**src/rtl/produto_escalar_feeder.sv**
```systemverilog
// produto_escalar_feeder: stream-side initiator for the produto_escalar
// dot-product accelerator. It collects 16 operand words (a0..a7, b0..b7),
// pulses start, waits for done (with timeout) and returns the 64-bit result
// over a valid/ready stream.
module produto_escalar_feeder #(
    parameter int unsigned TIMEOUT = 64
) (
    input  logic        clk,
    input  logic        rst,
    input  logic        s_valid,
    output logic        s_ready,
    input  logic [31:0] s_data,
    output logic        m_valid,
    input  logic        m_ready,
    output logic [63:0] m_data,
    output logic        start,
    input  logic        done,
    input  logic [63:0] result,
    output logic [31:0] a0,
    output logic [31:0] a1,
    output logic [31:0] a2,
    output logic [31:0] a3,
    output logic [31:0] a4,
    output logic [31:0] a5,
    output logic [31:0] a6,
    output logic [31:0] a7,
    output logic [31:0] b0,
    output logic [31:0] b1,
    output logic [31:0] b2,
    output logic [31:0] b3,
    output logic [31:0] b4,
    output logic [31:0] b5,
    output logic [31:0] b6,
    output logic [31:0] b7,
    output logic        busy,
    output logic        timeout_err,
    input  logic        err_clr
);

    typedef enum logic [1:0] {
        ST_LOAD,
        ST_START,
        ST_WAIT,
        ST_OUT
    } state_t;

    localparam logic [15:0] TLAST = 16'(TIMEOUT - 1);

    state_t      state;
    state_t      state_n;
    logic [3:0]  wcnt;
    logic [15:0] tcnt;
    logic [31:0] ops [16];
    logic        in_hs;
    logic        wait_done;
    logic        wait_expire;

    // Next-state logic; done has priority over the timeout in WAIT.
    always_comb begin
        state_n     = state;
        in_hs       = 1'b0;
        wait_done   = 1'b0;
        wait_expire = 1'b0;
        unique case (state)
            ST_LOAD: begin
                if (s_valid && s_ready) begin
                    in_hs = 1'b1;
                    if (wcnt == 4'd15) state_n = ST_START;
                end
            end
            ST_START: state_n = ST_WAIT;
            ST_WAIT: begin
                if (done) begin
                    wait_done = 1'b1;
                    state_n   = ST_OUT;
                end else if (tcnt == TLAST) begin
                    wait_expire = 1'b1;
                    state_n     = ST_LOAD;
                end
            end
            ST_OUT: begin
                if (m_valid && m_ready) state_n = ST_LOAD;
            end
            default: state_n = ST_LOAD;
        endcase
    end

    // State register.
    always_ff @(posedge clk) begin
        if (rst) state <= ST_LOAD;
        else     state <= state_n;
    end

    // Status outputs are registered from the next state so they line up with it.
    always_ff @(posedge clk) begin
        if (rst) begin
            s_ready <= 1'b0;
            start   <= 1'b0;
            m_valid <= 1'b0;
            busy    <= 1'b0;
        end else begin
            s_ready <= (state_n == ST_LOAD);
            start   <= (state_n == ST_START);
            m_valid <= (state_n == ST_OUT);
            busy    <= (state_n != ST_LOAD);
        end
    end

    // Word counter: wraps from 15 back to 0 on the final handshake.
    always_ff @(posedge clk) begin
        if (rst)        wcnt <= '0;
        else if (in_hs) wcnt <= wcnt + 4'd1;
    end

    // Timeout counter runs only while waiting and restarts at every WAIT entry.
    always_ff @(posedge clk) begin
        if (rst || state != ST_WAIT) tcnt <= '0;
        else                         tcnt <= tcnt + 16'd1;
    end

    // Operand registers keep their value until rewritten by the next load.
    always_ff @(posedge clk) begin
        if (rst)        ops <= '{default: '0};
        else if (in_hs) ops[wcnt] <= s_data;
    end

    // Result capture: bit-exact copy of the accelerator result.
    always_ff @(posedge clk) begin
        if (rst)            m_data <= '0;
        else if (wait_done) m_data <= result;
    end

    // Sticky timeout flag; a timeout outranks a simultaneous clear.
    always_ff @(posedge clk) begin
        if (rst)              timeout_err <= 1'b0;
        else if (wait_expire) timeout_err <= 1'b1;
        else if (err_clr)     timeout_err <= 1'b0;
    end

    assign a0 = ops[0];
    assign a1 = ops[1];
    assign a2 = ops[2];
    assign a3 = ops[3];
    assign a4 = ops[4];
    assign a5 = ops[5];
    assign a6 = ops[6];
    assign a7 = ops[7];
    assign b0 = ops[8];
    assign b1 = ops[9];
    assign b2 = ops[10];
    assign b3 = ops[11];
    assign b4 = ops[12];
    assign b5 = ops[13];
    assign b6 = ops[14];
    assign b7 = ops[15];

endmodule

```
**config.mk**
```make
export PLATFORM = sky130hd
export DESIGN_NAME = produto_escalar_feeder
export DESIGN_NICKNAME = d
export VERILOG_FILES = /design/src/rtl/produto_escalar_feeder.sv
export SDC_FILE = /design/constraint.sdc
export NUM_CORES = 1
export LEC_CHECK = 0
export BUFFER_PORTS_ARGS = -buffer_cell sky130_fd_sc_hd__buf_2
export CAP_MARGIN = 20
export CORE_AREA = 8 8 262 264
export DETAILED_ROUTE_END_ITERATION = 12
export DIE_AREA = 0 0 270 272
export MAX_ROUTING_LAYER = met4
export PLACE_DENSITY = 0.57
export REMOVE_ABC_BUFFERS = 1
export SYNTH_ARGS = -nofsm -noshare
export SYNTH_HDL_FRONTEND = slang
export SYNTH_SLANG_ARGS = --single-unit
```
**constraint.sdc**
```tcl
create_clock -name clk -period 2.6 [get_ports clk]
set_clock_uncertainty 0.2 [all_clocks]
set_input_delay 0.39 -clock clk [delete_from_list [all_inputs] [get_ports clk]]
set_output_delay 0.39 -clock clk [all_outputs]
set_load 0.01 [all_outputs]
```
### Word level (Yosys, flattened, before mapping)

Cells that the tools add are included.

| storage, ports and cells | value |
|---|---|
| register bits after elaboration | 603 |
| output and inout port bits | 581 |
| logic and storage cells | 64 |

| operators by class | value |
|---|---|
| $lt $le $gt $ge | 2 |
| $add $sub $neg | 2 |
| eq/ne operators | 8 |
| bitwise operators | 1 |
| muxes and demuxes | 18 |
| reductions and logical operators | 8 |

Operators by type and width:

| cell | number |
|---|---|
| bitwise mux 512 bit | 1 |
| demux 32 bit (select 4 bit) | 1 |
| 2-to-1 mux 32 bit | 1 |
| adder 16 x 1 -> 16 bit, second input constant | 1 |
| == test 16 x 6 -> 1 bit, second input constant | 1 |
| 2-to-1 mux 2 bit | 5 |
| 2-to-1 mux 1 bit | 9 |
| case mux 2 bit (4 select lines) | 1 |
| == test 2 bit, second input constant | 3 |
| greater-or-equal comparator 5 bit, second input constant | 1 |
| less-than comparator 5 x 1 -> 1 bit, second input constant | 1 |
| inverter 4 -> 5 bit | 1 |
| adder 4 x 1 -> 4 bit, second input constant | 1 |
| == test 2 x 1 -> 1 bit, second input constant | 2 |
| == test 4 bit, second input constant | 1 |
| zero test 2 bit | 2 |
| nonzero test 2 bit | 2 |
| logical AND 1 bit | 3 |
| inequality test 2 bit, second input constant | 1 |
| logical OR 1 bit | 1 |

### Logic depth before layout (Yosys ltp)

Gate-level depths: netlist of the first run.

| depth | value |
|---|---|
| depth in word-level cells | 6 |
| depth in mapped cells | 8 |

### Least setup slack after synthesis of the first run

No wires, ideal clock.

| path | value |
|---|---|
| kind | reg-to-reg |
| start | register wcnt[0] |
| end | register ops, in the netlist b4[10] |
| slack | 687 ps |
| data arrival time | 1581 ps |
| buffers on the path | 2 |
| cell stages (with the launch flop) | 9 |
| data required time | 2268 ps |
| cell sequence | dfxtp_1 > inv_1 > ha_1 > inv_1 > or3_1 > clkbuf_1 > buf_2 > nand2_1 > a21oi_1 |

| between the ends | value |
|---|---|
| cells in the longest elaborated chain, start to end | 6 |
| elaborated cells between the ends (all ways) | 7 |

Ends and longest elaborated chain:

| item | line | RTL |
|---|---|---|
| start, declared | 51 | `logic [3:0] wcnt;` |
| start signal, assigned | 112 | `else if (in_hs) wcnt <= wcnt + 4'd1;` |
| inverter 4 -> 5 bit (not written as such) * | 124 | `else if (in_hs) ops[wcnt] <= s_data;` |
| greater-or-equal comparator 5 bit (not written as such) or less-than comparator 5 x 1 -> 1 bit (tied branches) | 124 |  |
| logical AND 1 bit (not written as such) | 124 |  |
| 2-to-1 mux 32 bit (not written as such) | 124 |  |
| demux 32 bit (select 4 bit) * | 124 |  |
| bitwise mux 512 bit * | 124 |  |
| end signal, assigned by index | 124 |  |
| end, declared | 53 | `logic [31:0] ops [16];` |

Every way passes the cells marked *; elsewhere a longest branch is shown, timed or not.
A chain may end at the register's enable or synchronous reset.

### Worst setup path after layout of the first run

| path | value |
|---|---|
| start | register state[1] |
| end | register m_data[19] |

| between the ends | value |
|---|---|
| cells in the longest elaborated chain, start to end | 2 |

Ends and longest elaborated chain:

| item | line | RTL |
|---|---|---|
| start, declared | 49 | `state_t state;` |
| start signal, assigned | 91 | `else state <= state_n;` |
| == test 2 bit | 64 | `unique case (state)` |
| 2-to-1 mux 1 bit | 64 |  |
| end signal, assigned | 130 | `else if (wait_done) m_data <= result;` |
| end, declared | 15 | `output logic [63:0] m_data,` |

No other way between the ends.

==> results.sh, run 1 <==
export IMPL_status="completed"
export IMPL_syn_inst=2739
export IMPL_crit_chain="nor2b_2 > and2_2 > buf_12 > nand2_1 > a21oi_1 > dlygate4sd3_1"
export IMPL_yosysWarnings=0
export IMPL_critPathArrivalTime_ns=2.78
export IMPL_numPortBuffers=682
export IMPL_layoutNonFillerInstCount=4257
export IMPL_antenna_left=0
export IMPL_fin_crit_ns=2.42
export IMPL_numPlacedInstances=4067
export IMPL_min_to="b1[6]"
export IMPL_dpl_instance_area_um2=25300
export IMPL_end_kind="flop"
export IMPL_clock_sinks=603
export IMPL_cts_root_buf="clkbuf_16"
export IMPL_post_route_util=0.438
export IMPL_rsz0062_at_grt="no"
export IMPL_area_growth_pct=31.6
export IMPL_dieArea_um2=73400
export IMPL_via_per_inst=4.84
export IMPL_reg2reg_to="m_data[19]"
export IMPL_drt_iter0_drc=2015
export IMPL_track_usage=0.238
export IMPL_critical_path_top_delay_family="buffers and inverters"
export IMPL_core_um2=64800
export IMPL_synth_flop_cell="dfxtp_1"
export IMPL_num_nets_final=3451
export IMPL_setup_ws_ns=0.180
export IMPL_syn_area_per_cell_um2=7.87
export IMPL_synth_area_um2=21600
export IMPL_grt_max_degree=122
export IMPL_design_area_um2=28400
export IMPL_globalRouteOverflowTotal=0
export IMPL_htreeDepth=3
export IMPL_synthArstFlopShare=0
export IMPL_final_cell_mix="nand2_1, buf_2, dfxtp_1"
export IMPL_die_h_um=272
export IMPL_total_leakage_power_nw=11.7
export IMPL_fill_cells=6552
export IMPL_layout_commonest_cell="nand2_1"
export IMPL_fmax_mhz=413
export IMPL_start_util=0.333
export IMPL_slew_viol_final=0
export IMPL_grt_antenna_before_repair=1
export IMPL_drive_gt1_frac=0.251
export IMPL_post_drt_wl_per_cell_um=21.4
export IMPL_worst_hold_slack_ns=0.0991
export IMPL_clk_latency_ns=0.61
export IMPL_row_count=94
export IMPL_r2r_start="state[1]"
export IMPL_worst_slew_pin_slew_ns=0.840
export IMPL_gp_congestion=0.845
export IMPL_maxCapViolCount=0
export IMPL_ios=683
export IMPL_rrSetupSlack_ns=0.18
export IMPL_crit_fanout=64
export IMPL_cts_tree="yes"
export IMPL_peakVddDrop_mv=0.384
export IMPL_synth_edf_count=0
export IMPL_min_path_cells=3
export IMPL_synth_cell_types=40
export IMPL_min_from="s_data[6]"
export IMPL_path_buf_inv=2
export IMPL_synth_seq_cells=603
export IMPL_wirelength_um=90900
export IMPL_pre_cts_slack_ns=0.407
export IMPL_die_x_um=270
export IMPL_critPathSlowestCell="dlygate4sd3_1"
export IMPL_cts_buffers=68
export IMPL_power_density_nw_per_um2=706
export IMPL_relSlewSlack=0.440
export IMPL_hold_viol=0
export IMPL_first_pass_iters=6
export IMPL_grt_pass1_vias=18900
export IMPL_worstSetupStartpointType="flop"
export IMPL_vias=20600
export IMPL_cts_buffer_depth=3
export IMPL_hpwl_um=59100
export IMPL_worstSetupPathType="reg2reg"
export IMPL_drc=0
export IMPL_max_stage_delay_ns=0.56
export IMPL_period_share=0.931
export IMPL_ys_seq_area_frac=0.560
export IMPL_grt_pass1_wl_um=129000
export IMPL_required_ns=2.96
export IMPL_worstRegToRegCells=6
export IMPL_clk_transition_reported_paths_ns=0.06
export IMPL_setup_violations=0
export IMPL_min_path_type="in2reg"
power by group:
part           internal [mW]  leakage (nW)  total [mW]  switching, mW
Combinational          0.223          5.68       0.856          0.633
Sequential              9.28          4.86        9.30         0.0224
Clock                   5.80          1.14        9.88           4.08
how the worst max path moves through the flow:
stage	from	endpoint	slack [ns]	cells past startpoint
floorplan	s_ready	a6[0]	-2.90	4
CTS	state[1]	m_data[19]	0.13	6
detailed placement	state[0]	b7[16]	0.41	5
finish	state[1]	m_data[19]	0.18	6
global route	state[1]	m_data[63]	0.07	6
global placement	s_valid	b7[0]	0.46	6
state kept, by name, indices dropped and copies added, names as in the netlist, 2 cells and up:
name and count:
b7 32, tcnt 16, a5 32, b5 32, b4 32, a3 32
b0 32, a6 32, b6 32, b2 32, a7 32, a4 32
b1 32, state 2, a1 32, m_data 64, a2 32, a0 32
b3 32, wcnt 4
synth_stat cells, types with 3 or more instances:
cell      count  area share
a21oi_1     583        0.14
and2_1        3     0.00087
and3_1       12      0.0035
buf_2        92       0.021
buf_4         3      0.0010
buf_6        29       0.015
clkbuf_1    136       0.024
dfxtp_1     603        0.56
ha_1          5      0.0029
inv_1         7      0.0012
nand2_1    1165        0.20
nand3_1      14      0.0032
nand3_4       6      0.0049
nand4_1       4      0.0012
nor2_1       22      0.0038
nor3_1        4     0.00093
nor3_2        3      0.0014
nor4_1        4      0.0012
o21ai_0       3     0.00070
or3_1         3     0.00087
xnor2_1       6      0.0024
xor2_1        7      0.0028
metrics by stage:
step	power, mW	TNS [ns]
2_1_floorplan	9.62	-968.55
3_3_place_gp	10.3	0
3_5_place_dp	10.3	0
4_1_cts	20.3	0
5_1_grt	20.6	0
6_report	20.0	0
kinds of logic (layout without fill, tap and decap cells):
group | count (synthesis) | in the layout | share of synthesized area
buf+inv | 268 | 921 | 0.0627
xor+xnor | 13 | 13 | 0.00528
other cells | 0 | 1 | 0
compound gates | 590 | 590 | 0.137
simple gates | 1260 | 1260 | 0.232
flops | 603 | 603 | 0.560
fa+ha+maj | 5 | 5 | 0.00290
layer usage:
metal / share of wire / routed length, um / up-vias / GRT usage
met5: 0 / 0 / - / -
met4: 0.037 / 3320 / 0 / 0.0928
met3: 0.078 / 7070 / 163 / 0.0549
met2: 0.48 / 44000 / 847 / 0.388
met1: 0.40 / 36600 / 9663 / 0.285
li1: - / - / 9945 / -
tightest hold or removal path, delay by kind of cell:
kind / cells / cell delay (ns)
AOI/OAI and AO/OA: 1 / 0.05
and+or+nand+nor: 1 / 0.13
buffers and inverters: 1 / 0.29
what timing repair did:
action                                 in CTS  in global routing
hold buffers                               71                  0
resized for setup                           0                  1
endpoints found under the hold margin      82                  0
setup endpoints to repair                   0                  2
buffers inserted                            0                  0
layout make-up:
type / instances / area [um2] / area share
diodes: 1 / 2.50 / 0.0000882
clock buffers: 97 / 1980 / 0.0698
repair buffers: 796 / 4690 / 0.165
clock inverters: 21 / 340 / 0.0120
flip-flops and latches: 603 / 12100 / 0.425
multi-input cells: 1868 / 8190 / 0.288
well taps: 864 / 1080 / 0.0381
inverters: 7 / 26.3 / 0.000926
No activity file was read; power rests on OpenSTA's default activity.
==> inputs of run 2 (changes only) <==
--- a/config.mk
+++ b/config.mk
@@ -7,9 +7,9 @@
 export LEC_CHECK = 0
 export BUFFER_PORTS_ARGS = -buffer_cell sky130_fd_sc_hd__buf_2
 export CAP_MARGIN = 20
-export CORE_AREA = 8 8 262 264
+export CORE_AREA = 8 8 260 262
 export DETAILED_ROUTE_END_ITERATION = 12
-export DIE_AREA = 0 0 270 272
+export DIE_AREA = 0 0 268 270
 export MAX_ROUTING_LAYER = met4
 export PLACE_DENSITY = 0.57
 export REMOVE_ABC_BUFFERS = 1
==> constraint.sdc (replaced) <==
create_clock -name clk -period 3 [get_ports clk]
set_clock_uncertainty 0.2 [all_clocks]
set_input_delay 0.45 -clock clk [delete_from_list [all_inputs] [get_ports clk]]
set_output_delay 0.45 -clock clk [all_outputs]
set_load 0.01 [all_outputs]
==> run 2 against run 1 <==
Effect of this change:
- non-clock buffer count fell by 2
- maximum frequency rose by 6.2%
- utilization rose by 0.34 points
- hold slack got worse by 0.052 ns
- register-to-register slack improved by 0.54 ns
- final cell count fell by 0.16%
- wire length rose by 0.53%
- via count rose by 0.23%
- die area fell by 1.5%
- sequential share of layout area rose by 0.44 points
- critical path type unchanged
==> results.sh, run 2 (synthesized netlist as in run 1, its figures left out) <==
export IMPL_hold_viol=0
export IMPL_min_to="b5[15]"
export IMPL_clk_latency_ns=0.59
export IMPL_grt_antenna_before_repair=1
export IMPL_cts_buffer_depth=3
export IMPL_worst_slew_pin_slew_ns=0.861
export IMPL_design_area_um2=28100
export IMPL_relSlewSlack=0.426
export IMPL_wirelength_um=91400
export IMPL_die_x_um=268
export IMPL_min_path_type="in2reg"
export IMPL_setup_violations=0
export IMPL_setup_ws_ns=0.722
export IMPL_r2r_start="wcnt[0]"
export IMPL_grt_pass1_wl_um=130000
export IMPL_total_leakage_power_nw=11.6
export IMPL_drive_gt1_frac=0.252
export IMPL_drt_iter0_drc=1927
export IMPL_pre_cts_slack_ns=0.699
export IMPL_clk_transition_reported_paths_ns=0.06
export IMPL_fin_crit_ns=2.28
export IMPL_core_um2=63600
export IMPL_dieArea_um2=72400
export IMPL_hpwl_um=58700
export IMPL_final_cell_mix="nand2_1, buf_2, dfxtp_1"
export IMPL_numPortBuffers=682
export IMPL_status="completed"
export IMPL_reg2reg_to="b7[19]"
export IMPL_setup_tns_ns=0
export IMPL_grt_pass1_vias=18800
export IMPL_end_kind="flop"
export IMPL_min_path_cells=2
export IMPL_htreeDepth=3
export IMPL_post_drt_wl_per_cell_um=21.5
export IMPL_clock_sinks=603
export IMPL_area_growth_pct=30.3
export IMPL_num_nets_final=3449
export IMPL_via_per_inst=4.86
export IMPL_first_pass_iters=5
export IMPL_vias=20700
export IMPL_fmax_mhz=439
export IMPL_cts_tree="yes"
export IMPL_antenna_left=0
export IMPL_rrSetupSlack_ns=0.72
export IMPL_grt_max_degree=125
export IMPL_rsz0062_at_grt="no"
export IMPL_slew_viol_final=0
export IMPL_maxCapViolCount=0
export IMPL_critPathArrivalTime_ns=2.53
export IMPL_period_share=0.759
export IMPL_cts_buffers=68
export IMPL_row_count=93
export IMPL_worstSetupStartpointType="flop"
export IMPL_gp_congestion=0.815
export IMPL_top_register="m_data"
export IMPL_power_density_nw_per_um2=610
export IMPL_peakVddDrop_mv=0.438
export IMPL_layout_commonest_cell="nand2_1"
export IMPL_min_from="rst"
export IMPL_largest_reg_flops=64
export IMPL_globalRouteOverflowTotal=0
export IMPL_worstRegToRegCells=5
export IMPL_ios=683
export IMPL_cts_root_buf="clkbuf_16"
export IMPL_required_ns=3.25
export IMPL_track_usage=0.245
export IMPL_dpl_instance_area_um2=25200
export IMPL_worstSetupPathType="reg2reg"
export IMPL_drc=0
export IMPL_die_h_um=270
export IMPL_start_util=0.339
export IMPL_crit_fanout=32
-- run 2: cell types whose count changed in the layout (fill, tap and decap cells not counted), sizes merged --
cell | before | now
clkbuf | 97 | 101
clkinvlp | 0 | 1
dlygate4sd3 | 71 | 65
bufinv | 4 | 1
buf | 725 | 729
clkinv | 11 | 13
-- run 2: layer usage --
metal / wire, um / share of wire / track usage / vias to the layer above
li1: - / - / - / 9953
met1: 36400 / 0.40 / 0.293 / 9707
met5: 0 / 0 / - / -
met2: 44500 / 0.49 / 0.403 / 831
met4: 3410 / 0.037 / 0.0904 / 0
met3: 7110 / 0.078 / 0.0522 / 174
-- run 2: area by class of cell --
type,count,area [um2]
sequential,603,12100
timing repair buffer,794,4500
fill,6522,35600
multi-input combinational,1868,8190
inverter,7,26.3
tap,855,1070
clock buffer,101,2010
antenna,1,2.50
clock inverter,21,229
-- run 2: worst max path at each step --
stage                 start  cells past startpoint  endpoint
detailed placement  s_valid                      7    a6[15]
finish              wcnt[0]                      5    b7[19]
global placement    wcnt[0]                      5     b7[4]
floorplan           s_ready                      4     a6[0]
global route        wcnt[1]                      6     start
CTS                 wcnt[1]                      5    b7[31]
-- run 2: repair_timing --
item                      4_1_cts  5_1_grt
buffers inserted                0        0
hold endpoints to repair       65        0
gates resized for setup         0        0
hold buffers                   65        0
-- run 2: power by group --
| part | internal [mW] | switching, mW |
|---|---|---|
| Clock | 4.79 | 3.54 |
| Combinational | 0.192 | 0.565 |
| Sequential | 8.04 | 0.0176 |
| Total | 13.0 | 4.12 |
-- run 2: critical path: stages (launching register included) --
cell,delay (ns)
dfxtp_1,0.40
ha_1,0.40
nand3_1,0.24
or2_2,0.62
nand2_1,0.18
a21oi_1,0.08
-- run 2: per-stage QoR --
stage	hold WS, ns	util	cells	total power, mW
finish	0.0470	0.441	4250	17.1
global route	0.0362	0.441	4249	17.6
CTS	0.0137	0.441	4249	17.3
detailed placement	0.243	0.396	4062	8.93
floorplan	0.230	-	2478	8.34
global placement	0.238	0.396	4062	8.92
==> inputs of run 3 (changes only) <==
--- a/config.mk
+++ b/config.mk
@@ -7,9 +7,9 @@
 export LEC_CHECK = 0
 export BUFFER_PORTS_ARGS = -buffer_cell sky130_fd_sc_hd__buf_2
 export CAP_MARGIN = 20
-export CORE_AREA = 8 8 260 262
+export CORE_AREA = 8 8 262 264
 export DETAILED_ROUTE_END_ITERATION = 12
-export DIE_AREA = 0 0 268 270
+export DIE_AREA = 0 0 270 272
 export MAX_ROUTING_LAYER = met4
 export PLACE_DENSITY = 0.57
 export REMOVE_ABC_BUFFERS = 1
==> constraint.sdc (replaced) <==
create_clock -name clk -period 2.15 [get_ports clk]
set_clock_uncertainty 0.2 [all_clocks]
set_input_delay 0.3225 -clock clk [delete_from_list [all_inputs] [get_ports clk]]
set_output_delay 0.3225 -clock clk [all_outputs]
set_load 0.01 [all_outputs]
==> run 3 against run 2 <==
Effect of this change:
- via count up 2.3%
- non-clock buffer count up 70
- worst setup slack worse by 0.65 ns
- sequential share of layout area down 1.7 points
- global-route usage down 0.14 points
- die area up 1.5%
- utilization up 1.0 points
- register-to-register slack worse by 0.65 ns
- sequential power up 40%
- largest power group unchanged
- highest routed layer unchanged
==> results.sh, run 3 (synthesized netlist as in run 1, its figures left out) <==
export IMPL_status="completed"
export IMPL_numPortBuffers=682
export IMPL_slew_viol_final=0
export IMPL_power_density_nw_per_um2=821
export IMPL_reg2reg_to="m_data[49]"
export IMPL_ios=683
export IMPL_worst_slew_pin_slew_ns=0.743
export IMPL_critPathArrivalTime_ns=2.40
export IMPL_cts_setup_buffers=0
export IMPL_clk_latency_ns=0.60
export IMPL_worstRegToRegCells=7
export IMPL_clock_sinks=603
export IMPL_grt_pass1_vias=19000
export IMPL_drive_gt1_frac=0.262
export IMPL_multi_input_area_um2=8190
export IMPL_cts_tree="yes"
export IMPL_row_count=94
export IMPL_min_from="s_data[21]"
export IMPL_top_register="m_data"
export IMPL_drt_iter0_drc=2031
export IMPL_post_route_util=0.452
export IMPL_htreeDepth=3
export IMPL_min_path_type="in2reg"
export IMPL_vias=21100
export IMPL_first_pass_iters=5
export IMPL_wirelength_um=93300
export IMPL_gp_congestion=0.857
export IMPL_total_power_mw=24.0
export IMPL_track_usage=0.243
export IMPL_globalRouteOverflowTotal=0
export IMPL_core_um2=64800
export IMPL_drc=0
export IMPL_grt_max_degree=84
export IMPL_peakVddDrop_mv=0.581
export IMPL_layout_commonest_cell="nand2_1"
export IMPL_via_per_inst=4.89
export IMPL_post_drt_wl_per_cell_um=21.6
export IMPL_regArea_um2=12100
export IMPL_cp_depth=7
export IMPL_antenna_left=0
export IMPL_cts_buffer_depth=3
export IMPL_crit_fanout=16
export IMPL_worstSetupStartpointType="flop"
export IMPL_die_x_um=270
export IMPL_required_ns=2.48
export IMPL_min_path_cells=3
export IMPL_crit_chain="nor2b_2 > buf_4 > nand2_4 > buf_12 > nand2_1 > a21oi_1 > dlygate4sd3_1"
export IMPL_setup_ws_ns=0.0746
export IMPL_fin_crit_ns=2.08
export IMPL_setup_violations=0
export IMPL_critPathSlowestCell="dlygate4sd3_1"
export IMPL_critical_path_top_delay_family="buffers and inverters"
export IMPL_r2r_start="state[1]"
export IMPL_fill_cells=6481
export IMPL_area_growth_pct=35.7
export IMPL_relSlewSlack=0.505
export IMPL_worstSetupPathType="reg2reg"
export IMPL_min_to="b2[21]"
export IMPL_final_cell_mix="nand2_1, buf_2, dfxtp_1"
export IMPL_max_stage_delay_ns=0.59
export IMPL_die_h_um=272
export IMPL_largest_reg_flops=64
export IMPL_hpwl_um=62200
export IMPL_period_share=0.965
export IMPL_path_buf_inv=3
export IMPL_num_nets_final=3518
export IMPL_dieArea_um2=73400
export IMPL_grt_pass1_wl_um=132000
export IMPL_total_leakage_power_nw=12.2
export IMPL_grt_antenna_before_repair=3
export IMPL_clk_transition_reported_paths_ns=0.06
export IMPL_pre_cts_slack_ns=0.155
export IMPL_fmax_mhz=482
export IMPL_rrSetupSlack_ns=0.07
export IMPL_cts_buffers=67
export IMPL_start_util=0.333
export IMPL_end_kind="flop"
export IMPL_maxCapViolCount=0
export IMPL_hold_viol=0
export IMPL_cts_root_buf="clkbuf_16"
[run 3: stage by stage]
step | cells | hold slack (ns) | cell area [um2] | setup TNS (ns)
after floorplan | 2478 | 0.192 | 20200 | -1172.34
after global placement | 4116 | 0.238 | 26100 | 0
after detailed placement | 4116 | 0.243 | 26100 | 0
after CTS | 4320 | 0.00463 | 29200 | 0
after global routing | 4326 | 0.0196 | 29300 | -0.00393
final | 4326 | 0.0473 | 29300 | 0
[run 3: cell type report]
cell class / count / share of cell area
Sequential cell: 603 / 0.413
Antenna cell: 2 / 0.000171
Clock inverter: 27 / 0.0112
Timing Repair Buffer: 864 / 0.194
Multi-Input combinational cell: 1868 / 0.280
Clock buffer: 91 / 0.0645
Tap cell: 864 / 0.0369
Inverter: 7 / 0.000898
[run 3: report_power, final]
part / internal (mW) / total [mW] / switching (mW) / leakage (nW)
Sequential: 11.2 / 11.3 / 0.0301 / 4.86
Clock: 6.71 / 11.6 / 4.90 / 1.10
Combinational: 0.364 / 1.15 / 0.791 / 6.20
[run 3: worst min-delay path: cells and delay by family]
| kind | cells | cell delay, ns |
|---|---|---|
| AO/OA/AOI/OAI | 1 | 0.05 |
| buffers and inverters | 1 | 0.30 |
| AND/OR/NAND/NOR | 1 | 0.13 |
[run 3: repair_timing]
| item | CTS | global route |
|---|---|---|
| resized for setup | 0 | 5 |
| setup endpoints to repair | 0 | 10 |
| hold buffers | 86 | 0 |
| hold endpoints to repair | 149 | 0 |
[run 3: worst max-delay path by stage]
stage                         from         end
after floorplan            s_ready       a6[0]
after global placement    state[0]      a2[15]
after detailed placement  state[0]      a0[24]
after CTS                 state[1]  m_data[23]
after global routing      state[1]  m_data[49]
final                     state[1]  m_data[49]
[run 3: metal layers]
metal / GRT usage / vias to the layer above / wire (um)
met5: - / - / 0
met4: 0.0880 / 0 / 3180
met3: 0.0560 / 166 / 7670
met2: 0.401 / 939 / 45500
met1: 0.290 / 9948 / 36900
li1: - / 10100 / -
